==> config.mk <==
export PLATFORM = sky130hd
export DESIGN_NAME = mem_access_ctrl
export DESIGN_NICKNAME = d
export VERILOG_FILES = /design/src/rtl/mem_access_ctrl.sv
export SDC_FILE = /design/constraint.sdc
export NUM_CORES = 1
export LEC_CHECK = 0
export CORE_MARGIN = 4
export CORE_UTILIZATION = 30
export CTS_BUF_LIST = sky130_fd_sc_hd__clkbuf_4
export CTS_CLUSTER_DIAMETER = 30
export CTS_CLUSTER_SIZE = 10
export DETAILED_ROUTE_END_ITERATION = 7
export GPL_TIMING_DRIVEN = 0
export HOLD_SLACK_MARGIN = 0.08
export PLACE_DENSITY = 0.95
export SLEW_MARGIN = 15
export SYNTH_ARGS = -nofsm -noshare
export SYNTH_HDL_FRONTEND = slang
export SYNTH_SLANG_ARGS = --single-unit
==> constraint.sdc <==
create_clock -name clk -period 2.8 [get_ports clk]
set_input_delay 0.7 -clock clk [delete_from_list [all_inputs] [get_ports clk]]
set_output_delay 0.7 -clock clk [all_outputs]
set_load 0.02 [all_outputs]
==> src/rtl/mem_access_ctrl.sv <==
// mem_access_ctrl: MEM-stage load/store sequencer in front of a word-wide data RAM.
// Define MEM_MISALIGN_CHECK_EN to trap misaligned halfword/word accesses instead of aligning them.
`ifndef DATAWIDTH
`define DATAWIDTH 32
`endif
`ifndef ADDRWIDTH
`define ADDRWIDTH 8
`endif

module mem_access_ctrl (
    input  logic                  clk,
    input  logic                  rst_n,
    input  logic                  L_type,
    input  logic                  S_type,
    input  logic [2:0]            funct3,
    input  logic [`DATAWIDTH-1:0] addr,
    input  logic [`DATAWIDTH-1:0] wdata,
    input  logic [`DATAWIDTH-1:0] ram_rdata,
    output logic                  data_RAM_R_en,
    output logic                  data_RAM_W_en,
    output logic [`ADDRWIDTH-1:0] ram_adder,
    output logic [`DATAWIDTH-1:0] ram_wdata,
    output logic [`DATAWIDTH-1:0] load_data,
    output logic                  pipe_ready_go,
    output logic                  misalign_err
);

    typedef enum logic [1:0] {IDLE, LD_WAIT, ST_MERGE} state_t;

    state_t                r_state;
    logic                  w_isStore;
    logic                  w_isLoad;
    logic                  w_isWord;
    logic                  w_isHalf;
    logic                  w_misalign;
    logic                  w_unused;
    logic [4:0]            w_byteShift;
    logic [4:0]            w_halfShift;
    logic [`DATAWIDTH-1:0] w_byteMask;
    logic [`DATAWIDTH-1:0] w_halfMask;
    logic [`DATAWIDTH-1:0] w_rdShifted;
    logic [`DATAWIDTH-1:0] w_extended;
    logic [`DATAWIDTH-1:0] w_merged;

    // A simultaneous load and store request is served as a store.
    assign w_isStore   = S_type;
    assign w_isLoad    = L_type & ~S_type;
    assign w_isWord    = funct3[1];
    assign w_isHalf    = (funct3[1:0] == 2'b01);

`ifdef MEM_MISALIGN_CHECK_EN
    assign w_misalign  = (w_isStore | w_isLoad) &
                         ((w_isHalf & addr[0]) | (w_isWord & (addr[1:0] != 2'b00)));
`else
    assign w_misalign  = 1'b0;
`endif

    assign ram_adder   = addr[`ADDRWIDTH+1:2];
    assign w_unused    = &{1'b0, addr[`DATAWIDTH-1:`ADDRWIDTH+2]};

    // Halfword lanes only look at addr[1], so an odd halfword address falls back to its aligned lane.
    assign w_byteShift = {addr[1:0], 3'b000};
    assign w_halfShift = {addr[1], 4'b0000};
    assign w_rdShifted = ram_rdata >> (w_isHalf ? w_halfShift : w_byteShift);
    assign w_byteMask  = 32'h0000_00FF << w_byteShift;
    assign w_halfMask  = 32'h0000_FFFF << w_halfShift;

    always_comb begin
        w_extended = ram_rdata;
        if (w_isHalf) begin
            w_extended = {{16{~funct3[2] & w_rdShifted[15]}}, w_rdShifted[15:0]};
        end else if (!w_isWord) begin
            w_extended = {{24{~funct3[2] & w_rdShifted[7]}}, w_rdShifted[7:0]};
        end
    end

    assign w_merged = w_isHalf ?
                      ((ram_rdata & ~w_halfMask) | ({16'h0000, wdata[15:0]} << w_halfShift)) :
                      ((ram_rdata & ~w_byteMask) | ({24'h000000, wdata[7:0]} << w_byteShift));

    always_ff @(posedge clk or negedge rst_n) begin
        if (!rst_n) begin
            r_state <= IDLE;
        end else begin
            case (r_state)
                IDLE: begin
                    if (w_misalign) begin
                        r_state <= IDLE;
                    end else if (w_isStore && !w_isWord) begin
                        r_state <= ST_MERGE;
                    end else if (w_isLoad) begin
                        r_state <= LD_WAIT;
                    end else begin
                        r_state <= IDLE;
                    end
                end
                default: r_state <= IDLE;
            endcase
        end
    end

    // While rst_n is low every output shows the quiet IDLE values, whatever the requests say.
    always_comb begin
        data_RAM_R_en = 1'b0;
        data_RAM_W_en = 1'b0;
        pipe_ready_go = 1'b1;
        ram_wdata     = wdata;
        load_data     = '0;
        misalign_err  = 1'b0;
        if (rst_n) begin
            case (r_state)
                IDLE: begin
                    if (w_misalign) begin
                        misalign_err = 1'b1;
                    end else if (w_isStore) begin
                        if (w_isWord) begin
                            data_RAM_W_en = 1'b1;
                        end else begin
                            data_RAM_R_en = 1'b1;
                            pipe_ready_go = 1'b0;
                        end
                    end else if (w_isLoad) begin
                        data_RAM_R_en = 1'b1;
                        pipe_ready_go = 1'b0;
                    end
                end
                LD_WAIT: begin
                    load_data = w_extended;
                end
                ST_MERGE: begin
                    data_RAM_W_en = 1'b1;
                    ram_wdata     = w_merged;
                end
                default: begin
                    pipe_ready_go = 1'b1;
                end
            endcase
        end
    end

endmodule

; Word level (Yosys, flattened, before mapping)
; Cells that the tools add are included.
; Widths: inputs -> output; s select.
[word_totals]
out_inout_bits = 76
register_bits = 2
word_cells = 47
input_bits = 103
[op_classes]
shift = 5
n_eq_ne = 3
n_bitwise = 11
muxes = 24
n_reduce_logical = 3
[op_table]
columns = operator, count
row1 = $mux 32, 7
row2 = $and 32x32->32, 2
row3 = $not 32->32, 2
row4 = $or 32x32->32, 2
row5 = $shl 16x5->32, 1
row6 = $shl 16x5->32 const A, 1
row7 = $shl 8x5->32, 1
row8 = $shl 8x5->32 const A, 1
row9 = $shr 32x5->16, 1
row10 = $mux 1, 13
row11 = $eq 2x1->1 const B, 2
row12 = $mux 2, 2
row13 = $mux 4, 1
row14 = $and 1x1->1, 3
row15 = $eq 2x2->1 const B, 1
row16 = $logic_not 2->1, 1
row17 = $not 1->1, 2
row18 = $pmux 1 s2, 1
row19 = $logic_and 1x1->1, 1
row20 = $logic_not 1->1, 1

; Longest topological paths before layout
; Gate-level depths: netlist (run 1).
[logic_depth]
depth_word = 8
depth_mapped = 6
ltp_nobuf = 4

; Least setup slack after synthesis (run 1)
; No wires, ideal clock.
[synth_timing]
path_kind = input -> output
startpoint = in addr[0]
endpoint = out load_data[21]
path_stages = 6
n_path_buf = 2
required_ps = 2100
setup_slack_ps = 124
arrival_time_ps = 1976
cell_sequence = buf_2 -> nor2_1 -> mux2i_1 -> a21oi_2 -> buf_6 -> nor3_1
[synth_via]
elab_chain_len = 7
word_cells_on_any_way = 8
cone_classes = 1 x shift / 5 x mux / 2 x bitwise
[synth_rtl]
columns = item, line
row1 = start: declaration, 16  ; input logic [`DATAWIDTH-1:0] addr,
row2 = $mux 4 *, 64  ; assign w_rdShifted = ram_rdata >> (w_isHalf ? w_halfShift : w_byteShift);
row3 = $shr 32x5->16 *, 64
row4 = $and 1x1->1, 73  ; w_extended = {{24{~funct3[2] & w_rdShifted[7]}}, w_rdShifted[7:0]};
row5 = $mux 32, 72  ; end else if (!w_isWord) begin
row6 = $mux 32 *, 70  ; if (w_isHalf) begin
row7 = $mux 32 *, 111  ; case (r_state)
row8 = $mux 32 *, 110  ; if (rst_n) begin
row9 = end: declaration, 23  ; output logic [`DATAWIDTH-1:0] load_data,
; Every way passes the cells marked *; elsewhere a longest branch is shown, timed or not.

; Final worst setup path (run 1)
[layout_timing]
startpoint = in funct3[1]
endpoint = out ram_wdata[22]
[layout_via]
elab_chain_len = 4
[layout_rtl]
columns = item, line
row1 = start: declaration, 15  ; input logic [2:0] funct3,
row2 = $eq 2x1->1, 49  ; assign w_isHalf = (funct3[1:0] == 2'b01);
row3 = $mux 32, 77  ; assign w_merged = w_isHalf ?
row4 = $mux 32, 111
row5 = $mux 32, 110
row6 = end: declaration, 22  ; output logic [`DATAWIDTH-1:0] ram_wdata,
; No other way between the ends.

==> qor.txt, run 1 <==
TIMING
--------------------------------------------------------------------------------
Maximum frequency from static timing analysis                          351.2 MHz
Crit path time final                                                    2.847 ns
Worst Slack Setup Final                                              -0.04718 ns
Unrepaired setup endpoints after global routing                             true
Hold violation count in the final report                                       0
Slew at the pin with the worst max-slew slack                          0.5247 ns
Final setup skew                                                     0.009000 ns
Number of setup violations in the final report                                 8
Slew Limit Fails                                                               0
Headroom to the max-slew limit                                            0.6502
Crit share post-route                                                      1.017

FINAL LAYOUT
--------------------------------------------------------------------------------
Post-route insts no fill                                                     482
Post-synthesis to final-layout area growth                                103.1%
Post-route core utilization                                               0.6334
Storage cell area                                                      50.05 µm²
Total of fill cells in the finished design                                   479
Registers with the most flip-flops                                  r_state: 2 flops
Largest register FFs                                                           2
Fin nets                                                                     517
Proportion of layout cells with a drive suffix above 1                    0.3883
Total inserted antenna cells                                                   0
Area of the multi-input gates                                           1510 µm²
Top reg by flops                                                         r_state

PWR
--------------------------------------------------------------------------------
Combinational share of power                                               0.843
Sw Ratio                                                                  0.4755
Largest vdd supply drop                                              0.0001794 V
Clock Power Share                                                          0.105
Part of the total power dissipated in sequential elements                  0.052
Pwr/cell area                                                       202.6 nW/µm²
Internal power                                                          345.9 µW
Leakage component of the power                                       0.001450 µW
Net Switching                                                           313.6 µW

DIE
--------------------------------------------------------------------------------
Die area                                                                6576 µm²
Initial cell density of the core                                          0.3118
Height of the die                                                       81.10 µm
Site Rows                                                                     26
Width of the chip                                                       81.10 µm
Total I/O pin count                                                          179
Core box area                                                           5140 µm²

SYNTHESIS
--------------------------------------------------------------------------------
Post-synth EDFFs                                                               0
Netlist cell types                                                            45
Register bit count reported by yosys                                           2
Top flip-flop cell by instance count after synthesis                     dfrtp_1
YS warnings                                                                    0
Syn Inst Count                                                               244
Avg Synthesized Cell Area                                              6.569 µm²
Register area share after synthesis                                      0.03123
Area of the mapped netlist                                              1603 µm²
Share of synthesized flip-flops with an asynchronous set or reset          1.000
Synthesized netlist net count                                                347

SETUP PATH
--------------------------------------------------------------------------------
Critical path launch point type                                        input pin
Setup slack of the worst register-to-register path                       1.90 ns
CP Class                                                            input pin to primary output
Highest fanout seen on the critical path                                       7
Critical R2R Launch                                                   r_state[0]
Capture point of the critical path                                  ram_wdata[22]
Crit Reg-Reg Endpoint                                                 r_state[1]
Critical Path Sink Type                                             primary output
CP arrival                                                               2.15 ns
Setup crit start                                                       funct3[1]
Number of cells on the worst reg-to-reg path                                   1
Required time of the critical path                                       2.10 ns

CTS
--------------------------------------------------------------------------------
Clk pin slew, worst setup/hold paths                                     0.04 ns
Total clock buffers created by CTS                                             3
Worst-Skew Late Latency                                                  0.24 ns
Clock root cell                                                         clkbuf_4
Worst-case clock buffer depth                                                  2
Hold-fix buffers at CTS                                                        0
TritonCTS clock tree                                                         yes
CTS H-tree depth                                                               1
Number of clock sinks                                                          2

GLOBAL ROUTING
--------------------------------------------------------------------------------
Largest net degree at the start of global routing                             11
First-pass GRT wire length                                              13390 µm
Vias in the first global route                                              2722
Aggregate global-route resource usage                                     0.2587
Residual overflow from global routing                                          0
Antenna violations before repair                                               0

PLACE
--------------------------------------------------------------------------------
Placed insts                                                                 459
Final HPWL from detailed placement                                       6935 µm
Final weighted congestion in routability-driven placement                 0.9119
Port Buffers                                                                 145

ROUTING
--------------------------------------------------------------------------------
Via count                                                                   2675
Average wire per standard cell                                          18.33 µm
Routed WL                                                                8836 µm
Number of DRC violations after detailed-routing iteration 0                  170
Vias/cell                                                                  5.550
Number of nets with antenna violations after detailed routing                  0
Number of remaining DRC errors                                                 0
Drt pass-1 iters                                                               4

STATUS
--------------------------------------------------------------------------------
Failing checks                                                      negative setup slack
Outcome                                                             finished with violations

RUN
--------------------------------------------------------------------------------
Max-Cap Viols                                                                  0

MIN PATH
--------------------------------------------------------------------------------
Kind of path behind the tightest hold check                         input pin to asynchronous set/reset pin

==> cell families after synthesis <==
logic type / synth area share
AO/OA/AOI/OAI: 0.3732
buffers and inverters: 0.1296
flip-flops: 0.03123
multiplexers: 0.1764
other: 0.002340
AND/OR/NAND/NOR: 0.2873
==> placed cells by master, fill, tap and decap left out, drive strengths merged, types with 2 or more instances in the layout <==
cell type	instances
o2bb2ai	7
a22oi	4
a22o	7
clkbuf	18
nand3	3
dfrtp	2
mux2i	18
nand2	23
nand3b	2
a21oi	10
buf	94
a21boi	3
o22ai	11
nor4b	2
mux2	8
o21a	8
o21ai	29
inv	4
nor2	32
nor3b	2
dlygate4sd2	4
clkdlybuf4s15	6
clkdlybuf4s50	71
nor3	30
==> per-layer routing <==
layer / vias to the layer above / share of wire / track usage / routed length [µm]
li1: 1241 / - / - / -
met1: 1246 / 0.37 / 0.3040 / 3308
met2: 164 / 0.51 / 0.4721 / 4523
met3: 24 / 0.086 / 0.04213 / 757
met4: 0 / 0.028 / 0.08615 / 245
met5: - / 0 / 0 / 0
==> cell usage after synthesis, types with 2 or more instances <==
library cell,count,area [µm²]
mux2i_1,17,170.2
nor3_1,29,145.1
nand3b_1,2,15.01
o21a_1,8,60.06
buf_6,4,45.04
nor2_1,31,116.4
o21ai_1,8,40.04
o2bb2ai_1,7,61.31
nand3_1,2,10.01
buf_4,11,82.58
nand2_1,23,86.33
a21oi_1,8,40.04
inv_1,4,15.01
nor3b_1,2,15.01
clkbuf_1,7,26.28
a22oi_1,4,30.03
a21oi_2,2,17.52
a22o_1,7,61.31
dfrtp_1,2,50.05
buf_2,4,20.02
nor4b_1,2,17.52
mux2_2,8,90.09
o21ai_0,20,100.1
o22ai_1,11,68.82
==> worst min-delay path by stage <==
stage,cells past startpoint,start,endpoint,slack (ns)
final,1,rst_n,r_state[0],0.27
after detailed placement,1,r_state[1],r_state[0],0.53
after global placement,1,r_state[1],r_state[0],0.52
after global routing,1,rst_n,r_state[0],0.27
after floorplan,0,rst_n,r_state[0],0.40
after CTS,1,rst_n,r_state[0],0.35
==> power groups by stage <==
stage                     sequential [µW]  clock, µW  combinational, µW
after floorplan                      32.9          0                260
after global placement               33.2          0                525
after detailed placement             33.4          0                531
after CTS                            33.7       73.5                540
after global routing                 34.6       76.5                588
final                                34.2       69.5                556
==> worst max-delay path, cell delays in order <==
cell and delay, ns:
clkdlybuf4s15_2 0.19, nand2b_1 0.16, buf_6 0.16, a21boi_4 0.19
buf_8 0.15, mux2i_1 0.25, o21ai_1 0.09, clkdlybuf4s15_2 0.25
==> final cells by class <==
cell class,instances,area share
multi-input combinational,210,0.4639
sequential,2,0.01537
tap,70,0.02690
timing repair buffer,165,0.4151
clock buffer,3,0.006918
buffer,27,0.06457
inverter,5,0.007302
==> per-stage QoR <==
stage               hold slack [ns]  cell area (µm²)   TNS, ns  power [µW]  setup slack, ns
floorplan                    0.4044             1603         0       292.9           0.1236
global placement             0.5196             3142    -49.17       557.8          -0.9345
detailed placement           0.5343             3142    -51.76       564.1          -0.9752
CTS                          0.3535             3256  -0.02975       647.2        -0.009539
global route                 0.2731             3256    -1.302       698.6         -0.09806
finish                       0.2729             3256   -0.1633       659.5         -0.04718
==> what timing repair did <==
action / CTS / global route
cloned: 1 / 0
endpoints found under the setup margin: 67 / 60
hold endpoints to repair: 0 / 0
resized for setup: 307 / 55
buffers inserted: 16 / 3
pin swaps: 7 / 4
No activity file was read; power rests on OpenSTA's default activity.
==> run 2, diff against run 1 <==
--- a/config.mk
+++ b/config.mk
@@ -14,7 +14,9 @@
 export GPL_TIMING_DRIVEN = 0
 export HOLD_SLACK_MARGIN = 0.08
 export PLACE_DENSITY = 0.95
+export RECOVER_POWER = 25
 export SLEW_MARGIN = 15
 export SYNTH_ARGS = -nofsm -noshare
 export SYNTH_HDL_FRONTEND = slang
 export SYNTH_SLANG_ARGS = --single-unit
+export TNS_END_PERCENT = 10
==> qor.txt, run 2 (same netlist as run 1, synthesis figures left out) <==
ROUTING
----------------------------------------------------------------------------
Average wire per standard cell                                      18.31 µm   -0.14%
Number of DRC violations after detailed-routing iteration 0              142   -16%
Number of nets with antenna violations after detailed routing              0   unchanged
Drt pass-1 iters                                                           5   +1
Vias/cell                                                              5.518   -0.58%
Routed WL                                                            8805 µm   -0.35%
Via count                                                               2654   -0.79%
Number of remaining DRC errors                                             0   unchanged

GLOBAL ROUTING
----------------------------------------------------------------------------
Antenna violations before repair                                           0   unchanged
Aggregate global-route resource usage                                 0.2531   -0.005582
Vias in the first global route                                          2673   -1.8%
Largest net degree at the start of global routing                         11   unchanged
First-pass GRT wire length                                          13120 µm   -2.0%
Residual overflow from global routing                                      0   unchanged

DIE
----------------------------------------------------------------------------
Total I/O pin count                                                      179   unchanged
Height of the die                                                   81.10 µm   unchanged
Width of the chip                                                   81.10 µm   unchanged
Core box area                                                       5140 µm²   unchanged
Site Rows                                                                 26   unchanged
Die area                                                            6576 µm²   unchanged
Initial cell density of the core                                      0.3118   unchanged

FINAL LAYOUT
----------------------------------------------------------------------------
Post-route core utilization                                           0.6234   -0.009980
Most common library cell in the layout ignoring fill and taps   clkdlybuf4s50_1
Registers with the most flip-flops                              r_state: 2 flops
Post-route insts no fill                                                 481   -0.21%
Proportion of layout cells with a drive suffix above 1                0.3674   -0.02095
Largest register FFs                                                       2   unchanged
Post-synthesis to final-layout area growth                            99.92%
Total of fill cells in the finished design                               480   +0.21%
Fin nets                                                                 516   -0.19%
Top reg by flops                                                     r_state
Top library cells by usage in the layout, fill and taps aside   clkdlybuf4s50_1 (63), buf_2 (48), buf_4 (33), nor2_1 (28), nor3_1 (27)
Total inserted antenna cells                                               0   unchanged

SETUP PATH
----------------------------------------------------------------------------
Highest fanout seen on the critical path                                   7   unchanged
Crit Reg-Reg Endpoint                                             r_state[1]
Critical path launch point type                                    input pin
CP Class                                                        input pin to primary output
Crit path depth                                                            8   unchanged
Crit path buf inv count                                                    5   +1
CP arrival                                                           2.09 ns   -0.06 ns
Critical Path Most Common Cell                                         buf_4
Critical Path Sink Type                                         primary output
Setup slack of the worst register-to-register path                   1.90 ns   about the same
Number of cells on the worst reg-to-reg path                               1   unchanged
Required time of the critical path                                   2.10 ns   about the same
Cell with the largest stage delay on the worst path                a2111oi_4
Capture point of the critical path                              load_data[15]
Setup crit start                                                     addr[0]
Critical R2R Launch                                               r_state[0]
Family with the most delay on the worst path                    buffers and inverters
Cells along the critical path                                   buf_6 > clkinvlp_4 > buf_4 > o21ai_4 > a311oi_4 > buf_4 > a2111oi_4 > buf_4
Critical path's largest stage delay                                  0.29 ns   +0.04 ns

PLACE
----------------------------------------------------------------------------
Final weighted congestion in routability-driven placement             0.9119   unchanged
Port Buffers                                                             145   unchanged
Placed insts                                                             459   unchanged
Final HPWL from detailed placement                                   6935 µm   unchanged
Setup Slack @ Placement                                           -0.9752 ns   unchanged

CTS
----------------------------------------------------------------------------
Number of clock sinks                                                      2   unchanged
Clock root cell                                                     clkbuf_4
Worst-Skew Late Latency                                              0.24 ns   about the same
Clk pin slew, worst setup/hold paths                                 0.04 ns   about the same
TritonCTS clock tree                                                     yes
Worst-case clock buffer depth                                              2   unchanged
CTS H-tree depth                                                           1   unchanged
Total clock buffers created by CTS                                         3   unchanged
Hold-fix buffers at CTS                                                    0   unchanged

TIMING
----------------------------------------------------------------------------
Crit share post-route                                                 0.9948   -0.02206
Number of setup violations in the final report                             0   -8
Headroom to the max-slew limit                                        0.6290   -0.02121
Slew at the pin with the worst max-slew slack                      0.5565 ns   +0.03182 ns
Maximum frequency from static timing analysis                      359.0 MHz   +2.2%
Hold violation count in the final report                                   0   unchanged
Crit path time final                                                2.785 ns   -0.06178 ns
Aggregate negative setup slack                                          0 ns   +0.1633 ns
Final setup skew                                                 0.009140 ns   +0.0001403 ns
Slew Limit Fails                                                           0   unchanged
Unrepaired setup endpoints after global routing                         true
Smallest hold slack                                                0.2759 ns   +0.003002 ns
Worst Slack Setup Final                                           0.01460 ns   +0.06178 ns

RUN
----------------------------------------------------------------------------
Max-Cap Viols                                                              0   unchanged

STATUS
----------------------------------------------------------------------------
Outcome                                                         finished clean

PWR
----------------------------------------------------------------------------
Leakage component of the power                                   0.001411 µW   -2.7%
Largest vdd supply drop                                          0.0001814 V   +1.1%
Pwr/cell area                                                   202.9 nW/µm²   +0.14%

MIN PATH
----------------------------------------------------------------------------
Kind of path behind the tightest hold check                     input pin to asynchronous set/reset pin

run 2: worst min-delay path by stage:
stage | from | endpoint | slack [ns] | depth (start not counted)
detailed placement | r_state[1] | r_state[0] | 0.53 | 1
global placement | r_state[1] | r_state[0] | 0.52 | 1
finish | rst_n | r_state[0] | 0.28 | 1
CTS | rst_n | r_state[0] | 0.41 | 1
floorplan | rst_n | r_state[0] | 0.40 | 0
global route | rst_n | r_state[0] | 0.28 | 1
run 2: report_power, final:
group | leakage [µW] | switching, µW | internal (µW) | total [µW]
sequential | 0.0000265 | 3.38 | 30.8 | 34.2
combinational | 0.00137 | 285 | 261 | 546
clock | 0.0000138 | 22.0 | 47.7 | 69.7
run 2: per-stage QoR:
stage / area, µm² / power [µW]
after floorplan: 1603 / 292.9
after global routing: 3204 / 687.7
after detailed placement: 3142 / 564.1
final: 3204 / 650.1
after CTS: 3201 / 639.5
after global placement: 3142 / 557.8
run 2: timing repair:
item / in CTS / in global routing
buffers inserted: 16 / 2
endpoints found under the setup margin: 67 / 57
cloned: 1 / 0
gates resized for setup: 303 / 45
pin swaps: 7 / 2
run 2: cell type report:
cell class / instances / area [µm²] / area share
multi-input cells: 210 / 1474 / 0.4600
repair buffers: 164 / 1329 / 0.4147
plain buffers: 27 / 214.0 / 0.06677
well taps: 70 / 87.58 / 0.02733
flip-flops and latches: 2 / 50.05 / 0.01562
inverters: 5 / 27.53 / 0.008590
clock buffers: 3 / 22.52 / 0.007029
run 2: routing by layer:
metal / global-route usage / part of all wire / vias up
li1: - / - / 1235
met1: 0.2959 / 0.36 / 1204
met2: 0.4557 / 0.50 / 187
met3: 0.04878 / 0.10 / 28
met4: 0.08953 / 0.032 / 0
met5: 0 / 0 / -
==> run 3, diff against run 2 <==
--- a/config.mk
+++ b/config.mk
@@ -8,7 +8,7 @@
 export CORE_MARGIN = 4
 export CORE_UTILIZATION = 30
 export CTS_BUF_LIST = sky130_fd_sc_hd__clkbuf_4
-export CTS_CLUSTER_DIAMETER = 30
+export CTS_CLUSTER_DIAMETER = 120
 export CTS_CLUSTER_SIZE = 10
 export DETAILED_ROUTE_END_ITERATION = 7
 export GPL_TIMING_DRIVEN = 0
==> results of run 3 <==
No change in the layout: final DEF, timing and power equal those of run 2.
